### src/rtl/ctrl_sequencer.sv
// Registered multi-cycle instruction sequencer: decodes one instruction per handshake,
// sequences LOD through a timed memory wait, owns the CMP status register. Optional JNE via BRANCH_NE_EN.
module ctrl_sequencer #(
    parameter int DATA_W      = 16,
    parameter int PC_W        = 12,
    parameter int MEM_TIMEOUT = 15
) (
    input  logic              clk,
    input  logic              rst,
    input  logic [15:0]       instr,
    input  logic              instr_valid,
    output logic              instr_ready,
    input  logic [3:0]        alu_flags_in,
    input  logic              mem_ack,
    output logic [3:0]        alu_op,
    output logic [3:0]        alu_src1,
    output logic [3:0]        alu_src2,
    output logic [3:0]        alu_dest,
    output logic              reg_write_enable,
    output logic              imm,
    output logic [DATA_W-1:0] imm_val,
    output logic              load_pc,
    output logic [PC_W-1:0]   load_pc_val,
    output logic              mem_rd,
    output logic              mem_data_in,
    output logic [3:0]        status_q,
    output logic              mem_err,
    output logic              busy
);

    localparam logic [3:0] OP_NOP = 4'h0;
    localparam logic [3:0] OP_ADD = 4'h1;
    localparam logic [3:0] OP_SUB = 4'h2;
    localparam logic [3:0] OP_MUL = 4'h3;
    localparam logic [3:0] OP_AND = 4'h4;
    localparam logic [3:0] OP_OR  = 4'h5;
    localparam logic [3:0] OP_JMP = 4'h6;
    localparam logic [3:0] OP_LUI = 4'h7;
    localparam logic [3:0] OP_LLI = 4'h8;
    localparam logic [3:0] OP_JNE = 4'h9;
    localparam logic [3:0] OP_CMP = 4'hA;
    localparam logic [3:0] OP_JEQ = 4'hB;
    localparam logic [3:0] OP_LOD = 4'hC;

    localparam logic [8:0] TIMEOUT_LIM = 9'(MEM_TIMEOUT);

    typedef enum logic [1:0] {
        IDLE     = 2'd0,
        EXEC     = 2'd1,
        MEM_WAIT = 2'd2,
        WB       = 2'd3
    } state_t;

    typedef struct packed {
        logic [3:0]        alu_op;
        logic [3:0]        src1;
        logic [3:0]        src2;
        logic [3:0]        dest;
        logic              we;
        logic              imm;
        logic [DATA_W-1:0] imm_val;
        logic              load_pc;
        logic [PC_W-1:0]   pc_val;
        logic              mem_rd;
        logic              mem_data_in;
    } ctrl_t;

    state_t     state;
    ctrl_t      ctrl_q;
    logic [3:0] cur_op;
    logic [7:0] wait_cnt;
    logic [8:0] cnt_next;

    // Control word for the EXEC cycle; eq_flag is the status bit sampled when the instruction is accepted.
    function automatic ctrl_t decode(input logic [15:0] ins, input logic eq_flag);
        ctrl_t c;
        c = '0;
        case (ins[15:12])
            OP_ADD, OP_SUB, OP_MUL, OP_AND, OP_OR: begin
                c.alu_op = ins[15:12];
                c.src1   = ins[11:8];
                c.src2   = ins[7:4];
                c.dest   = ins[3:0];
                c.we     = 1'b1;
            end
            OP_JMP: begin
                c.load_pc = 1'b1;
                c.pc_val  = PC_W'(ins[11:0]);
            end
            OP_LUI: begin
                c.dest    = ins[11:8];
                c.imm     = 1'b1;
                c.imm_val = {ins[7:0], {(DATA_W-8){1'b0}}};
                c.we      = 1'b1;
            end
            OP_LLI: begin
                c.alu_op  = OP_OR;
                c.src2    = ins[11:8];
                c.dest    = ins[11:8];
                c.imm     = 1'b1;
                c.imm_val = DATA_W'(ins[7:0]);
                c.we      = 1'b1;
            end
`ifdef BRANCH_NE_EN
            OP_JNE: begin
                c.load_pc = ~eq_flag;
                c.pc_val  = PC_W'(ins[11:0]);
            end
`endif
            OP_CMP: begin
                c.alu_op = OP_SUB;
                c.src1   = ins[11:8];
                c.src2   = ins[7:4];
            end
            OP_JEQ: begin
                c.load_pc = eq_flag;
                c.pc_val  = PC_W'(ins[11:0]);
            end
            OP_LOD: begin
                c.src1   = ins[7:4];
                c.dest   = ins[11:8];
                c.mem_rd = 1'b1;
            end
            default: c = '0;
        endcase
        return c;
    endfunction

    assign cnt_next = {1'b0, wait_cnt} + 9'd1;

    always_ff @(posedge clk) begin
        if (rst) begin
            state    <= IDLE;
            ctrl_q   <= '0;
            cur_op   <= OP_NOP;
            wait_cnt <= '0;
            status_q <= '0;
            mem_err  <= 1'b0;
        end else begin
            // Every control is a pulse unless a state below explicitly holds it.
            ctrl_q <= '0;
            case (state)
                IDLE: begin
                    if (instr_valid) begin
                        state  <= EXEC;
                        cur_op <= instr[15:12];
                        ctrl_q <= decode(instr, status_q[0]);
                    end
                end
                EXEC: begin
                    if (cur_op == OP_CMP) begin
                        status_q <= alu_flags_in;
                    end
                    if (cur_op == OP_LOD) begin
                        state              <= MEM_WAIT;
                        wait_cnt           <= '0;
                        ctrl_q.mem_rd      <= 1'b1;
                        ctrl_q.mem_data_in <= 1'b1;
                        ctrl_q.src1        <= ctrl_q.src1;
                        ctrl_q.dest        <= ctrl_q.dest;
                    end else begin
                        state <= IDLE;
                    end
                end
                MEM_WAIT: begin
                    // An ack arriving on the last allowed cycle still completes the load.
                    if (mem_ack) begin
                        state              <= WB;
                        wait_cnt           <= cnt_next[7:0];
                        ctrl_q.we          <= 1'b1;
                        ctrl_q.mem_data_in <= 1'b1;
                        ctrl_q.dest        <= ctrl_q.dest;
                    end else if (cnt_next >= TIMEOUT_LIM) begin
                        state    <= IDLE;
                        wait_cnt <= '0;
                        mem_err  <= 1'b1;
                    end else begin
                        wait_cnt           <= cnt_next[7:0];
                        ctrl_q.mem_rd      <= 1'b1;
                        ctrl_q.mem_data_in <= 1'b1;
                        ctrl_q.src1        <= ctrl_q.src1;
                        ctrl_q.dest        <= ctrl_q.dest;
                    end
                end
                WB: begin
                    state    <= IDLE;
                    wait_cnt <= '0;
                end
                default: state <= IDLE;
            endcase
        end
    end

    assign instr_ready      = (state == IDLE);
    assign busy             = (state != IDLE);
    assign alu_op           = ctrl_q.alu_op;
    assign alu_src1         = ctrl_q.src1;
    assign alu_src2         = ctrl_q.src2;
    assign alu_dest         = ctrl_q.dest;
    assign reg_write_enable = ctrl_q.we;
    assign imm              = ctrl_q.imm;
    assign imm_val          = ctrl_q.imm_val;
    assign load_pc          = ctrl_q.load_pc;
    assign load_pc_val      = ctrl_q.pc_val;
    assign mem_rd           = ctrl_q.mem_rd;
    assign mem_data_in      = ctrl_q.mem_data_in;

endmodule

### config.mk
export PLATFORM = sky130hd
export DESIGN_NAME = ctrl_sequencer
export DESIGN_NICKNAME = d
export VERILOG_FILES = /design/src/rtl/ctrl_sequencer.sv
export SDC_FILE = /design/constraint.sdc
export NUM_CORES = 1
export LEC_CHECK = 0
export ABC_AREA = 1
export CORE_ASPECT_RATIO = 1.25
export CORE_UTILIZATION = 42
export DETAILED_ROUTE_END_ITERATION = 7
export MAX_ROUTING_LAYER = met4
export PLACE_DENSITY = 0.79
export SETUP_SLACK_MARGIN = 0.05
export SLEW_MARGIN = 0
export SYNTH_ARGS = -nofsm -noshare
export SYNTH_HDL_FRONTEND = slang
export SYNTH_SLANG_ARGS = --single-unit
export TNS_END_PERCENT = 20
### constraint.sdc
create_clock -name clk -period 1.66 [get_ports clk]
set_clock_uncertainty 0.1 [all_clocks]
set_input_delay 0.332 -clock clk [delete_from_list [all_inputs] [get_ports clk]]
set_output_delay 0.332 -clock clk [all_outputs]
set_load 0.005 [all_outputs]
==> out/metrics.yaml, run 1 <==
status: "complete, but fails checks"
violations: "negative setup slack"
min_path_type: "reg2reg"
vias: 2947
fin_cells: 599
crit_buf_inv: 1
power.share.switching: 0.230
setup_violations: 16
wl_per_cell_um: 14.4
die_w_um: 74.8
cts_buffers: 9
critPathCaptureType: "register"
clk_latency_ns: 0.35
fin_crit_ns: 1.86
grt_antenna_before_repair: 0
viasPerCell: 4.92
finalPower_w: 0.00367
clock_tree.buffer_depth: 2
placed_cell_area_um2: 3980
grt_usage: 0.258
crit_slowest_cell: "dfxtp_4"
cts_sinks: 68
overflow: 0
ctsHoldBuffers: 0
worst_path_most_repeated_cell: "nand2_2"
design_area_um2: 4630
reg2reg_slack_ns: -0.20
synth.distinct_cells: 31
power_frac_comb: 0.092
holdWs_ns: 0.357
syn_area_um2: 2780
min_period_over_period: 1.12
async_flop_share: 0
synth-edff-count: 0
arrival_ns: 1.99
grt_pass1_vias: 2928
num_rows: 32
dr.pass1.iters: 4
io_pins: 80
ant_nets: 0
ys.flop_type: "dfxtp_1"
hold_start: "mem_err"
cp_data_required_time_ns: 1.79
nNetsFinal: 535
die_y_um: 93.0
drt_iter0_drc: 81
ys_seq_area_frac: 0.489
path_cells: "ha_4 -> nand3_2 -> nand2_2 -> nand2_2 -> nor2_2 -> nand2_2 -> nor2_4 -> nand3_4 -> buf_6 -> a21oi_4 -> nor2_2"
route.detailed.drc: 0
synthTopCellsByCount: "nand2_1, dfxtp_1, nor2_1"
drv_slew: 0
p_sw_w: 0.000845
cp_max_fo: 5
grt_max_degree: 17
ir_drop_mv: 0.598
layout-drive-gt1-share: 0.315
synth-seq-cells: 68
dieArea_um2: 6950
start_kind: "register"
core_area_um2: 6290
rsz0062_at_grt: "true"
crit_start: "wait_cnt[1]"
grt_pass1_wl_mm: 13.0
crit_family: "simple AND/OR/NAND/NOR gates"
cts_tree: "yes"
hold_viol: 0
synthTopCellsByArea: "dfxtp_1, nand2_1, nor2_1, inv_1, nand3_1"
power_density_nw_per_um2: 791
critPathMaxStageDelay_ns: 0.40
start_util: 0.442
dp_hpwl_mm: 5.66
fmax_ghz: 0.538
setup_ws_ns: -0.199
yosysMostFrequentCell: "nand2_1"
n_antenna_cell: 0
p_leak_nw: 2.56
pwr-share-clk: 0.453
ys.warnings.count: 0
synth.top_cell.area_share: 0.489
wirelength_mm: 8.64
clkTransAtPathRegs_ns: 0.08
globalplace.congestion: 0.918
root_buffer: "clkbuf_8"
syn_nets: 395
synthCells: 369
seq_power_share: 0.455
critPathKind: "reg2reg"
portBuffers: 79
h-tree-depth: 3
syn2layout_area_growth_pct: 66.6
syn_avg_cell_area_um2: 7.54
drv_cap: 0
p_int_w: 0.00282
yosys.area.top_type: "dfxtp_1"
reg2reg_from: "wait_cnt[1]"
dp.cells: 571
layout make-up:
cell class,count,area [um^2]
clock buffer,9,124
clock inverter,7,124
fill,455,1650
inverter,60,228
multi-input combinational,234,1400
sequential,68,1380
tap,85,106
timing repair buffer,136,1270
cells in the final DEF, fill, tap and decap left out, drive strengths merged, types with 3 or more instances in the layout:
cell,netlist,final
o21ai,12,12
o21bai,3,3
clkdlybuf4s50,0,28
nand2,73,73
bufinv,0,3
dlygate4sd2,0,26
inv,60,61
buf,5,57
dlymetal6s2s,0,24
clkbuf,2,9
nand3,29,29
o22ai,5,5
nor3,12,12
a21oi,20,20
nor2,68,68
dfxtp,68,68
per-layer routing:
| metal | vias up | GRT usage | wire (um) |
|---|---|---|---|
| li1 | 1432 | - | - |
| met1 | 1368 | 0.268 | 3290 |
| met2 | 107 | 0.448 | 4660 |
| met3 | 40 | 0.0528 | 357 |
| met4 | 0 | 0.135 | 328 |
| met5 | - | - | 0 |
tightest hold or removal path, delay by kind of cell, from the launching register on:
| kind | cells | cell delay (ns) |
|---|---|---|
| AO/OA/AOI/OAI | 1 | 0.04 |
| flip-flops | 1 | 0.32 |
| buffers and inverters | 1 | 0.06 |
final timing paths:
check	end	depth (start not counted)
worst max-delay path	alu_src1[2]	11
worst min-delay path	mem_err	2
worst max register to register	alu_src1[2]	11
worst min register to register	mem_err	2
power groups by stage:
stage          clock [W]  combinational [W]  sequential [W]
2_1_floorplan          0           0.000129         0.00171
3_3_place_gp           0           0.000322         0.00171
3_5_place_dp           0           0.000326         0.00171
4_1_cts          0.00169           0.000326         0.00167
5_1_grt          0.00176           0.000364         0.00167
6_report         0.00166           0.000337         0.00167
state kept, by name (all words and copies together) (netlist names):
register,count
alu_dest,4
alu_op,4
alu_src1,4
alu_src2,4
cur_op,4
imm,1
imm_val,16
load_pc,1
load_pc_val,12
mem_data_in,1
mem_err,1
mem_rd,1
reg_write_enable,1
state,2
status_q,4
wait_cnt,8
what timing repair did:
| item | CTS | global route |
|---|---|---|
| setup endpoints to repair | 55 | 58 |
| buffers inserted | 9 | 2 |
| hold endpoints to repair | 0 | 0 |
| pin swaps | 27 | 26 |
| gates resized for setup | 79 | 59 |
| gates cloned | 1 | 0 |
metrics by stage:
| step | setup TNS, ns | util | worst slack (ns) |
|---|---|---|---|
| CTS | -0.666 | 0.709 | -0.0949 |
| finish | -1.75 | 0.737 | -0.199 |
| global route | -2.86 | 0.737 | -0.256 |
| floorplan | 0 | - | 0.0332 |
| detailed placement | -11.86 | 0.633 | -0.374 |
| global placement | -9.22 | 0.633 | -0.290 |
kinds of logic (layout without fill, tap and decap cells):
family	Yosys count	after routing	synth area share
AND/OR/NAND/NOR	187	187	0.314
flip-flops	68	68	0.489
buffers and inverters	67	212	0.0967
AO/OA/AOI/OAI	44	44	0.0891
adder cells (fa/ha/maj)	2	2	0.00900
other	1	1	0.00135
Power figures use the tool's default switching activity.
==> run 2: changes to the inputs <==
--- a/config.mk
+++ b/config.mk
@@ -9,7 +9,6 @@
 export CORE_ASPECT_RATIO = 1.25
 export CORE_UTILIZATION = 42
 export DETAILED_ROUTE_END_ITERATION = 7
-export MAX_ROUTING_LAYER = met4
 export PLACE_DENSITY = 0.79
 export SETUP_SLACK_MARGIN = 0.05
 export SLEW_MARGIN = 0
==> run 2 against run 1 <==
Compared with the run above:
- the flow still finishes with violations (negative setup slack)
- design area down 2.5%
- hold slack improved by 0.010 ns
- count of clock-buffer cells in the layout is 1 higher
- non-clock buffer count decreased by 7
- critical endpoint unchanged
- worst setup slack better by 0.078 ns
- die area unchanged
- final cell count down 1.2%
==> out/metrics.yaml, run 2 (synthesized netlist as in run 1, its figures left out) <==
ant_nets: 0  # unchanged
syn2layout_area_growth_pct: 62.4  # was 66.6%
cts_tree: "yes"  # unchanged
n_antenna_cell: 0  # unchanged
drt_iter0_drc: 101  # was 81
viasPerCell: 4.88  # was 4.92
grt_pass1_wl_mm: 12.4  # was 13.0 mm
register_area_um2: 1380  # about the same
cts_buffers: 9  # unchanged
h-tree-depth: 3  # unchanged
crit_slowest_cell: "dfxtp_4"  # unchanged
vias: 2889  # was 2947
dp_hpwl_mm: 5.66  # about the same
ir_drop_mv: 0.711  # was 0.598 mV
arrival_ns: 1.96  # was 1.99 ns
status: "complete, but fails checks"  # unchanged
drv_cap: 0  # unchanged
critPathMaxStageDelay_ns: 0.37  # was 0.40 ns
rsz0062_at_grt: "true"  # unchanged
critPathKind: "reg2reg"  # unchanged
cp_max_fo: 5  # unchanged
grt_usage: 0.236  # was 0.258
crit_buf_inv: 1  # unchanged
wirelength_mm: 8.17  # was 8.64 mm
violations: "negative setup slack"  # unchanged
portBuffers: 79  # unchanged
core_area_um2: 6290  # unchanged
cp_data_required_time_ns: 1.84  # was 1.79 ns
num-fill-cells: 474  # was 455
power_density_nw_per_um2: 846  # was 791 nW/um^2
globalplace.congestion: 0.903  # was 0.918
dr.pass1.iters: 5  # was 4
holdWs_ns: 0.367  # was 0.357 ns
dp.cells: 572  # was 571
die_w_um: 74.8  # unchanged
overflow: 0  # unchanged
critPathCaptureType: "register"  # unchanged
start_util: 0.442  # unchanged
setup_ws_ns: -0.121  # was -0.199 ns
p_leak_nw: 2.60  # was 2.56 nW
grt_pass1_vias: 2789  # was 2928
final_common_cell: "nand2_1"  # was dfxtp_1
largest_register_ffs: 16  # unchanged
dieArea_um2: 6950  # unchanged
num_rows: 32  # unchanged
hold_viol: 0  # unchanged
wl_per_cell_um: 13.8  # was 14.4 um
min_period_over_period: 1.07  # was 1.12
clock_tree.buffer_depth: 2  # unchanged
nNetsFinal: 528  # was 535
crit_family: "simple AND/OR/NAND/NOR gates"  # unchanged
path_cells: "ha_4 -> nand3_2 -> nand2_2 -> nand2_2 -> nor2_2 -> nand2_1 -> nor2_2 -> nand3_4 -> buf_6 -> nand3_1 -> nand2_1 -> nor2_1"  # was ha_4 -> nand3_2 -> nand2_2 -> nand2_2 -> nor2_2 -> nand2_2 -> nor2_4 -> nand3_4 -> buf_6 -> a21oi_4 -> nor2_2
die_y_um: 93.0  # unchanged
multi_input_area_um2: 1300  # was 1400 um^2
cts_sinks: 68  # unchanged
fin_crit_ns: 1.78  # was 1.86 ns
fmax_ghz: 0.561  # was 0.538 GHz
route.detailed.drc: 0  # unchanged
clkTransAtPathRegs_ns: 0.07  # was 0.08 ns
setup_violations: 12  # was 16
layout_common_cells: "nand2_1, dfxtp_1, inv_1, nor2_1, buf_4"  # was dfxtp_1, nand2_1, inv_1, buf_4, nor2_1
fin_cells: 592  # was 599
root_buffer: "clkbuf_8"  # unchanged
grt_max_degree: 17  # unchanged
clk_latency_ns: 0.34  # was 0.35 ns
layout-drive-gt1-share: 0.262  # was 0.315
io_pins: 80  # unchanged
start_kind: "register"  # unchanged
drv_slew: 0  # unchanged
ctsHoldBuffers: 0  # unchanged
grt_antenna_before_repair: 0  # unchanged
min_path_type: "reg2reg"  # unchanged
-- run 2: what timing repair did --
item	in CTS	in global routing
cloned	1	0
gates resized for setup	38	69
setup endpoints to repair	44	71
buffers inserted	1	2
pin swaps	2	17
-- run 2: final timing paths --
check	start	to	slack [ns]	depth (start not counted)
setup / recovery	wait_cnt[0]	alu_src1[2]	-0.12	12
hold reg to reg	mem_err	mem_err	0.37	2
hold / removal	mem_err	mem_err	0.37	2
setup reg to reg	wait_cnt[0]	alu_src1[2]	-0.12	12
-- run 2: metrics by stage --
stage | setup WS [ns] | power (W) | util | cell area [um^2] | TNS (ns)
6_report | -0.121 | 0.00382 | 0.719 | 4520 | -0.984
5_1_grt | -0.243 | 0.00396 | 0.719 | 4520 | -3.00
4_1_cts | -0.113 | 0.00383 | 0.684 | 4300 | -0.905
3_5_place_dp | -0.357 | 0.00204 | 0.634 | 3990 | -11.05
3_3_place_gp | -0.286 | 0.00203 | 0.634 | 3990 | -9.36
2_1_floorplan | 0.0332 | 0.00184 | - | 2790 | 0
-- run 2: area by class of cell --
cell class                      count  area share
Sequential cell                    68       0.306
Multi-Input combinational cell    234       0.287
Inverter                           60      0.0510
Clock buffer                       10      0.0305
Clock inverter                      6      0.0299
Tap cell                           85      0.0235
Timing Repair Buffer              129       0.272
-- run 2: worst min-delay path, stage by stage, from the launching register on --
cell     delay, ns
dfxtp_2       0.32
inv_1         0.06
a21oi_2       0.05
-- run 2: report_power, final --
group / total (W) / switching [W] / internal, W
logic: 0.000338 / 0.000177 / 0.000161
clock network: 0.00182 / 0.000626 / 0.00119
registers: 0.00167 / 0.0000138 / 0.00165
-- run 2: per-layer routing --
layer,up-vias,share of wire,track usage
li1,1424,-,-
met1,1334,0.38,0.255
met2,111,0.53,0.405
met3,20,0.061,0.0722
met4,0,0.024,0.118
met5,-,0,0
